--- src/rtl/cache_pkg.sv ---
// Shared constants, state encoding and cache write/read strobe values.
// Latency: n/a (declarations only).
// Backpressure: n/a.
package cache_pkg;

  localparam int ADDR_W  = 16;
  localparam int DATA_W  = 8;
  localparam int INDEX_W = 7;
  localparam int TAG_W   = ADDR_W - INDEX_W;
  localparam int CNT_W   = 16;

  // Polarity of the cache w_rd strobe.
  localparam logic W_RD_READ  = 1'b0;
  localparam logic W_RD_WRITE = 1'b1;

  typedef enum logic [2:0] {
    IDLE,
    LOOKUP,
    CHECK,
    MISS_WAIT,
    FILL,
    WR_BOTH,
    DONE
  } state_t;

endpackage

--- src/rtl/cache_stat_cnt.sv ---
// Saturating event counter with synchronous clear.
// Latency: count visible one cycle after the increment strobe.
// Backpressure: none; clear takes priority over increment and the count sticks at all-ones.
module cache_stat_cnt #(
  parameter int W = 16
) (
  input  logic         clk,
  input  logic         rst,
  input  logic         clr,
  input  logic         inc,
  output logic [W-1:0] cnt
);

  localparam logic [W-1:0] ONE = {{(W-1){1'b0}}, 1'b1};

  // Clear wins over increment; stop at all-ones instead of wrapping.
  always_ff @(posedge clk or posedge rst) begin
    if (rst) begin
      cnt <= '0;
    end else if (clr) begin
      cnt <= '0;
    end else if (inc && (cnt != '1)) begin
      cnt <= cnt + ONE;
    end
  end

endmodule

--- src/rtl/cache_refill_ctrl.sv ---
// Read-miss refill and write-through controller between CPU, cache and main memory.
// Latency: read hit 3 cycles, read miss 4 + memory wait cycles, write ready one cycle after mem_ack.
// Backpressure: CPU request held until cpu_ready; mem_req held until mem_ack. Optional counters: CACHE_STATS_EN.
module cache_refill_ctrl
  import cache_pkg::*;
(
  input  logic              clk_1,
  input  logic              rst,
  input  logic              cpu_req,
  input  logic              cpu_wr,
  input  logic [ADDR_W-1:0] cpu_addr,
  input  logic [DATA_W-1:0] cpu_wdata,
  output logic [DATA_W-1:0] cpu_rdata,
  output logic              cpu_ready,
  output logic              cache_w_rd,
  output logic [ADDR_W-1:0] cache_addr,
  output logic [DATA_W-1:0] cache_wdata,
  input  logic [DATA_W-1:0] cache_rdata,
  input  logic              cache_hit,
  output logic              mem_req,
  output logic              mem_wr,
  output logic [ADDR_W-1:0] mem_addr,
  output logic [DATA_W-1:0] mem_wdata,
  input  logic [DATA_W-1:0] mem_rdata,
  input  logic              mem_ack
`ifdef CACHE_STATS_EN
  ,
  input  logic              stat_clr,
  output logic [CNT_W-1:0]  stat_hits,
  output logic [CNT_W-1:0]  stat_misses,
  output logic [CNT_W-1:0]  stat_writes
`endif
);

  state_t            state_q, state_d;
  logic [ADDR_W-1:0] addr_q, addr_d;
  logic [DATA_W-1:0] fill_q, fill_d;
  logic [DATA_W-1:0] cpu_rdata_d;
  logic              cpu_ready_d;
  logic              cache_w_rd_d;
  logic [ADDR_W-1:0] cache_addr_d;
  logic [DATA_W-1:0] cache_wdata_d;
  logic              mem_req_d;
  logic              mem_wr_d;
  logic [ADDR_W-1:0] mem_addr_d;
  logic [DATA_W-1:0] mem_wdata_d;

  // State and every output are registered; reset aborts any transaction in flight.
  always_ff @(posedge clk_1 or posedge rst) begin
    if (rst) begin
      state_q     <= IDLE;
      addr_q      <= '0;
      fill_q      <= '0;
      cpu_rdata   <= '0;
      cpu_ready   <= 1'b0;
      cache_w_rd  <= W_RD_READ;
      cache_addr  <= '0;
      cache_wdata <= '0;
      mem_req     <= 1'b0;
      mem_wr      <= 1'b0;
      mem_addr    <= '0;
      mem_wdata   <= '0;
    end else begin
      state_q     <= state_d;
      addr_q      <= addr_d;
      fill_q      <= fill_d;
      cpu_rdata   <= cpu_rdata_d;
      cpu_ready   <= cpu_ready_d;
      cache_w_rd  <= cache_w_rd_d;
      cache_addr  <= cache_addr_d;
      cache_wdata <= cache_wdata_d;
      mem_req     <= mem_req_d;
      mem_wr      <= mem_wr_d;
      mem_addr    <= mem_addr_d;
      mem_wdata   <= mem_wdata_d;
    end
  end

  // Next state and next output values; registers hold unless a state says otherwise.
  always_comb begin
    state_d       = state_q;
    addr_d        = addr_q;
    fill_d        = fill_q;
    cpu_rdata_d   = cpu_rdata;
    cpu_ready_d   = 1'b0;
    cache_w_rd_d  = cache_w_rd;
    cache_addr_d  = cache_addr;
    cache_wdata_d = cache_wdata;
    mem_req_d     = mem_req;
    mem_wr_d      = mem_wr;
    mem_addr_d    = mem_addr;
    mem_wdata_d   = mem_wdata;

    case (state_q)
      IDLE: begin
        if (cpu_req) begin
          addr_d       = cpu_addr;
          cache_addr_d = cpu_addr;
          if (cpu_wr) begin
            // Write-through: cache and memory are written from the same latched request.
            cache_w_rd_d  = W_RD_WRITE;
            cache_wdata_d = cpu_wdata;
            mem_req_d     = 1'b1;
            mem_wr_d      = 1'b1;
            mem_addr_d    = cpu_addr;
            mem_wdata_d   = cpu_wdata;
            state_d       = WR_BOTH;
          end else begin
            cache_w_rd_d = W_RD_READ;
            state_d      = LOOKUP;
          end
        end
      end

      // The cache registers the lookup; its hit flag is only valid in CHECK.
      LOOKUP: state_d = CHECK;

      CHECK: begin
        // An unknown hit flag falls into the miss branch, which is always safe.
        if (cache_hit) begin
          cpu_rdata_d = cache_rdata;
          cpu_ready_d = 1'b1;
          state_d     = DONE;
        end else begin
          mem_req_d  = 1'b1;
          mem_wr_d   = 1'b0;
          mem_addr_d = addr_q;
          state_d    = MISS_WAIT;
        end
      end

      MISS_WAIT: begin
        if (mem_ack) begin
          fill_d        = mem_rdata;
          mem_req_d     = 1'b0;
          cache_w_rd_d  = W_RD_WRITE;
          cache_wdata_d = mem_rdata;
          state_d       = FILL;
        end
      end

      FILL: begin
        cache_w_rd_d = W_RD_READ;
        cpu_rdata_d  = fill_q;
        cpu_ready_d  = 1'b1;
        state_d      = DONE;
      end

      WR_BOTH: begin
        // Cache write lasts exactly the first cycle; memory side waits for the ack.
        cache_w_rd_d = W_RD_READ;
        if (mem_ack) begin
          mem_req_d   = 1'b0;
          mem_wr_d    = 1'b0;
          cpu_ready_d = 1'b1;
          state_d     = DONE;
        end
      end

      DONE: state_d = IDLE;

      default: state_d = IDLE;
    endcase
  end

`ifdef CACHE_STATS_EN
  logic inc_hit, inc_miss, inc_write;

  // Event strobes taken from the same decisions the FSM makes.
  always_comb begin
    inc_hit   = (state_q == CHECK) && cache_hit;
    inc_miss  = (state_q == CHECK) && !cache_hit;
    inc_write = (state_q == IDLE) && cpu_req && cpu_wr;
  end

  cache_stat_cnt #(.W(CNT_W)) u_cnt_hits (
    .clk(clk_1), .rst(rst), .clr(stat_clr), .inc(inc_hit),   .cnt(stat_hits)
  );
  cache_stat_cnt #(.W(CNT_W)) u_cnt_misses (
    .clk(clk_1), .rst(rst), .clr(stat_clr), .inc(inc_miss),  .cnt(stat_misses)
  );
  cache_stat_cnt #(.W(CNT_W)) u_cnt_writes (
    .clk(clk_1), .rst(rst), .clr(stat_clr), .inc(inc_write), .cnt(stat_writes)
  );
`endif

endmodule

--- config.mk ---
export PLATFORM = sky130hd
export DESIGN_NAME = cache_refill_ctrl
export DESIGN_NICKNAME = d
export VERILOG_FILES = /design/src/rtl/cache_pkg.sv /design/src/rtl/cache_stat_cnt.sv /design/src/rtl/cache_refill_ctrl.sv
export SDC_FILE = /design/constraint.sdc
export NUM_CORES = 1
export LEC_CHECK = 0
export BUFFER_PORTS_ARGS = -buffer_cell sky130_fd_sc_hd__buf_2
export CAP_MARGIN = 40
export CORE_MARGIN = 5
export CORE_UTILIZATION = 30
export DETAILED_ROUTE_END_ITERATION = 16
export PLACE_DENSITY = 0.49
export SLEW_MARGIN = 10
export SYNTH_ARGS = -nofsm -noshare
export SYNTH_HDL_FRONTEND = slang
export SYNTH_HIERARCHICAL = 1
export SYNTH_SLANG_ARGS = --single-unit
--- constraint.sdc ---
create_clock -name clk_1 -period 5.5 [get_ports clk_1]
set_input_delay 1.1 -clock clk_1 [delete_from_list [all_inputs] [get_ports clk_1]]
set_output_delay 1.1 -clock clk_1 [all_outputs]
set_load 0.02 [all_outputs]
==> run metrics, run 1 <==
Post-DRT Antenna Nets 0; Post-synth EDFFs 0; cell taking the most area after synthesis dfrtp_1; synthesized area between 3000 and 4000 um2; Final nets 372; clock-pin slew on the worst setup and hold paths roughly 80 ps; GRT Resource Usage Total 0.1212; # DRC 0; CTS sink cnt 71; row cnt 38; adder-cell share of the synthesized area 0; Worst EP required 5730 ps; most instantiated library cell after synthesis mux2_2; Final Cycle Share 0.3992; Area contributors post-synth dfrtp_1, mux2_2, buf_6; fin util 0.3800; Post-CTS Resized 0; register area 1777 um2; IO Port Bufs 105; data arrival time of the critical path around 2400 ps; Top FF cell, synth dfrtp_1; crit path time final 2196 ps; crit-path max FO 16; Filler Cell Count around 1100; # hold bufs at CTS 0; Worst path top cell family by delay simple AND/OR/NAND/NOR gates; initial DRC count 42; CP Class flop to flop; drt total wl 7682 um; area delta synth->final 24.26%; Num CTS Buffers 9; largest net degree at the start of global routing 41; Largest stage delay, worst path around 680 ps; Slew HR 0.4843; most frequent cells after synthesis mux2_2, dfrtp_1, buf_6; multi-input gate area in the final layout roughly 1400 um2; Setup crit start kind flop; DP Area approximately 3900 um2; Critical-path top delay cell and2_1; syn_nets ~260; core area approximately 11000 um2; gr ovfl total 0; drt wl/cell roughly 16 um; cells after synthesis roughly 220; VDD IR max between 0.2 and 0.25 mV; H-tree levels 3; Clock Path Buffers 2; Synth Area in Compound Gates 0.04435; CP Buf/Inv Count 0; die width between 100 and 150 um; portion of netlist area occupied by mux cells 0.3309; number of setup buffers added after CTS 0; sequential area share after synthesis 0.5383; CTS tree done; synth unique cells 31; final setup violating endpoints 0; Synth Register Bits 71; status complete, no violations; ratio of cells with drive above 1 in the final layout 0.6798; fmax 455.5 MHz; Slew Viols, Final 0; die area between 10000 and 15000 um2; clk_skew approximately 10 ps; Yosys warning count 6; area share of the largest cell type after synthesis 0.5383; Worst Setup End Kind flop; post-synthesis simple-gate area fraction 0.04966; cell chosen for the clock root clkbuf_8; XOR/XNOR share of the synthesized area 0.002654; first-pass GRT wire length approximately 12000 um; Vias roughly 2100; antenna violations before repair 0; CP Cell Sequence nor3_1, and2_1, mux2_2; via-per-instance ratio between 4 and 5; ys async rst share 1.000; Hold Path Class flop to flop; Pleak 0.001879 uW; setup_tns 0 ps; # IOs 106; starting density of the core 0.3058; HPWL Detailed 5625 um; Mapped Avg Cell Area between 15 and 20 um2; unrepaired setup endpoints after global routing false; n_diodes 0; Slew @ Worst Pin about 770 ps; largest family of logic cells by synthesized area multiplexers; max cap viols 0; Final GP Congestion between 0.6 and 0.7; vias in the first global route 2326; Die Y between 100 and 150 um; Final Instance Area around 4000 um2; Worst-Skew Late Latency between 300 and 400 ps; Pre-antenna DRT Iters 4; Hold Vio Cnt, Final 0; cell area power density around 630 nW/um2
[metrics by stage]
step,worst slack (ps),total power (uW),hold slack (ps),cells
floorplan,2603,1878,473.7,218
finish,3304,2580,479.2,471
global placement,2960,2209,465.4,454
CTS,3215,2637,486.4,471
global route,3115,2767,519.1,471
detailed placement,2932,2237,469.3,455
[worst paths after layout]
kind                                            end  slack [ps]  depth (start not counted)                     start
min                        cpu_rdata[1]$_DFFE_PP0P_         480                          1  cpu_rdata[1]$_DFFE_PP0P_
max in group asynchronous     addr_q[4]$_DFFE_PP0P_        3660                          3                       rst
max reg2reg                   addr_q[6]$_DFFE_PP0P_        3300                          3    state_q[0]$_DFFE_PP0P_
min in group asynchronous  mem_wdata[4]$_DFFE_PP0P_         850                          2                       rst
max                           addr_q[6]$_DFFE_PP0P_        3300                          3    state_q[0]$_DFFE_PP0P_
min reg2reg                cpu_rdata[1]$_DFFE_PP0P_         480                          1  cpu_rdata[1]$_DFFE_PP0P_
[layout by cell type, fill, tap and decap left out, types with 2 or more instances in the layout]
cell / synthesis / layout
a21oi_1: 2 / 2
nand2b_1: 3 / 3
clkbuf_8: 0 / 10
mux2_2: 93 / 93
nor3b_4: 2 / 2
clkinvlp_4: 0 / 3
nand3b_1: 2 / 2
o21ai_0: 4 / 4
o21bai_1: 3 / 3
a2bb2oi_1: 2 / 2
a21oi_4: 2 / 2
dfrtp_1: 71 / 71
nor2_1: 3 / 3
mux2_1: 4 / 4
buf_2: 0 / 105
[sequential cells by signal (all words and copies together), names as in the netlist]
name / cells
addr_q: 16
cache_wdata: 8
cpu_ready: 1
state_q: 3
cache_w_rd: 1
cpu_rdata: 8
mem_req: 1
mem_wr: 1
fill_q: 8
mem_addr: 16
mem_wdata: 8
[kinds of logic (layout without fill, tap and decap cells)]
kind of cell / Yosys count / count (layout)
buf+inv: 12 / 125
xor+xnor: 1 / 1
mux: 97 / 97
simple gates: 20 / 20
compound gates: 17 / 17
flops: 71 / 71
[report_power, final]
group / internal (uW) / switching, uW / total [uW] / leakage (uW)
sequential: 787 / 189 / 976 / 0.000851
clock: 177 / 210 / 387 / 0.0000849
combinational: 590 / 627 / 1220 / 0.000943
total: 1550 / 1030 / 2580 / 0.00188
[final cells by class]
cell class | count | share of cell area
Sequential cell | 71 | 0.4332
Multi-Input combinational cell | 135 | 0.3441
Timing Repair Buffer | 107 | 0.1336
Tap cell | 140 | 0.04271
Clock buffer | 10 | 0.03356
Clock inverter | 6 | 0.01098
Inverter | 2 | 0.001830
[metal layers]
layer  up-vias  track usage  part of all wire
met1      1069       0.1534              0.44
met2        60       0.1975              0.49
met3         2      0.04421             0.065
met5         -            0                 0
met4         0      0.03052            0.0038
li1       1004            -                 -
No activity file was read; power rests on OpenSTA's default activity.
==> inputs of run 2 (changes only) <==
- clock period: 5.5 -> 2.05 ns (I/O delays scaled with it)
==> run 2 against run 1 <==
Against the previous run: power increased to 2.8 times the previous value; largest cell class unchanged; setup slack got worse by 3100 ps; critical path depth increased by 2; clock power increased to 3.3 times the previous value; final cell count increased by 1.5%; via count increased by 1.7%; global-route usage increased by 0.36 points; non-clock buffer count increased by 7; cell area increased by 3.3%; count of clock-buffer cells in the layout increased by 1.
==> run metrics, run 2 (synthesized netlist as in run 1, its figures left out) <==
Pre-antenna DRT Iters 4; setup ws final approximately 160 ps; multi-input gate area in the final layout between 1000 and 1500 um2; IO Port Bufs around 110; cell area power density 1723 nW/um2; vias in the first global route about 2300; CTS tree done; clock share of power 0.176; Die Y roughly 110 um; Final GP Congestion between 0.7 and 0.8; Vias 2172; HPWL Detailed 5532 um; max cap viols 0; CP Class flop to flop; n_diodes 0; Worst-Skew Late Latency 340 ps; CTS sink cnt 71; Worst path top cell family by delay multiplexers; die width ~110 um; VDD IR max between 0.6 and 0.7 mV; Post-CTS Resized 0; register area approximately 1800 um2; Worst Setup End Kind flop; CP Buf/Inv Count 2; Filler Cell Count ~1100; Pleak around 0.0019 uW; pre-CTS setup slack ~160 ps; Final Cycle Share 0.9199; ratio of cells with drive above 1 in the final layout 0.6864; largest net degree at the start of global routing 40; unrepaired setup endpoints after global routing false; Hold Path Class input pin to async pin; clock-pin slew on the worst setup and hold paths 80 ps; status complete, no violations; CP Cell Sequence buf_4, nor3b_4, buf_4, mux2_2, mux2_1; antenna violations before repair 0; drt total wl a little under 8000 um; # IOs around 110; Sequential Power Share 0.354; cell chosen for the clock root clkbuf_8; Worst path most repeated cell buf_4; number of setup buffers added after CTS 0; via-per-instance ratio approximately 4.5; area delta synth->final 28.35%; H-tree levels 3; first-pass GRT wire length ~13000 um; Worst EP required roughly 2300 ps; crit path time final between 1500 and 2000 ps; core area around 11000 um2; switching power 2757 uW; starting density of the core 0.3058; GRT Resource Usage Total 0.1248; Setup crit start kind flop; die area approximately 13000 um2; clk_skew about 9.5 ps; data arrival time of the critical path around 2100 ps; # DRC 0; # hold bufs at CTS 0; fmax between 500 and 600 MHz; drt wl/cell 16.21 um; gr ovfl total 0; sw frac 0.3777; crit-path max FO 16; row cnt 38; initial DRC count between 40 and 50; leading cell type in the layout, fill and taps excluded buf_2; final setup violating endpoints 0; Clock Path Buffers 2; Hold Vio Cnt, Final 0; Slew Viols, Final 0; Post-DRT Antenna Nets 0; Largest stage delay, worst path 550 ps; Largest regs addr_q x16, mem_addr x16; Slew HR 0.6489; Comb pwr share 0.470; Final nets between 300 and 400; Pint between 4000 and 5000 uW; Num CTS Buffers 9; commonest non-fill, non-tap cells in the layout buf_2, mux2_2, dfrtp_1, clkbuf_8, buf_4; Critical-path top delay cell dfrtp_1; setup_tns 0 ps; Slew @ Worst Pin 526.6 ps
[run 2: power groups by stage]
| stage | clock network [uW] | logic (uW) | registers [uW] |
|---|---|---|---|
| floorplan | 0 | 1810 | 3220 |
| global placement | 0 | 3470 | 2590 |
| detailed placement | 0 | 3510 | 2620 |
| CTS | 1340 | 3510 | 2590 |
| global route | 1390 | 3710 | 2700 |
| finish | 1290 | 3430 | 2580 |
[run 2: final cells by class]
type | instances | share of cell area
well taps | 140 | 0.04135
inverters | 2 | 0.002658
repair buffers | 114 | 0.1488
clock buffers | 11 | 0.03574
multi-input cells | 135 | 0.3331
flip-flops and latches | 71 | 0.4194
clock inverters | 5 | 0.01890
[run 2: worst paths after layout]
| check | from | end | slack [ps] | cells after the start |
|---|---|---|---|---|
| min reg2reg | cpu_rdata[1]$_DFFE_PP0P_ | cpu_rdata[1]$_DFFE_PP0P_ | 490 | 1 |
| max reg2reg | state_q[1]$_DFFE_PP0P_ | cpu_rdata[7]$_DFFE_PP0P_ | 160 | 5 |
| min | rst | mem_addr[4]$_DFFE_PP0P_ | 180 | 3 |
| max | state_q[1]$_DFFE_PP0P_ | cpu_rdata[7]$_DFFE_PP0P_ | 160 | 5 |
| min in group clk_1 | cpu_addr[9] | addr_q[9]$_DFFE_PP0P_ | 310 | 2 |
| max in group asynchronous | rst | mem_req$_DFFE_PP0P_ | 1470 | 3 |
[run 2: metrics by stage]
stage	hold WS (ps)	total power, uW	cells	instance area (um2)	util
after floorplan	473.7	5038	218	3304	-
after global placement	470.5	6065	462	4005	0.3711
after detailed placement	474.4	6122	462	4005	0.3711
after CTS	177.4	7442	478	4237	0.3925
after global routing	206.4	7804	478	4237	0.3925
final	183.1	7298	478	4237	0.3925
[run 2: layer usage]
metal	GRT usage	vias to the layer above	share of wire
met5	0	-	0
met4	0.05634	0	0.016
li1	-	1018	-
met2	0.1879	55	0.47
met3	0.03368	9	0.057
met1	0.1680	1090	0.46
[run 2: worst reg2reg max path, cell delays in order, from the launching register on]
cell and delay, ps:
dfrtp_1 550, buf_4 240, nor3b_4 150, buf_4 200, mux2_2 350, mux2_1 290
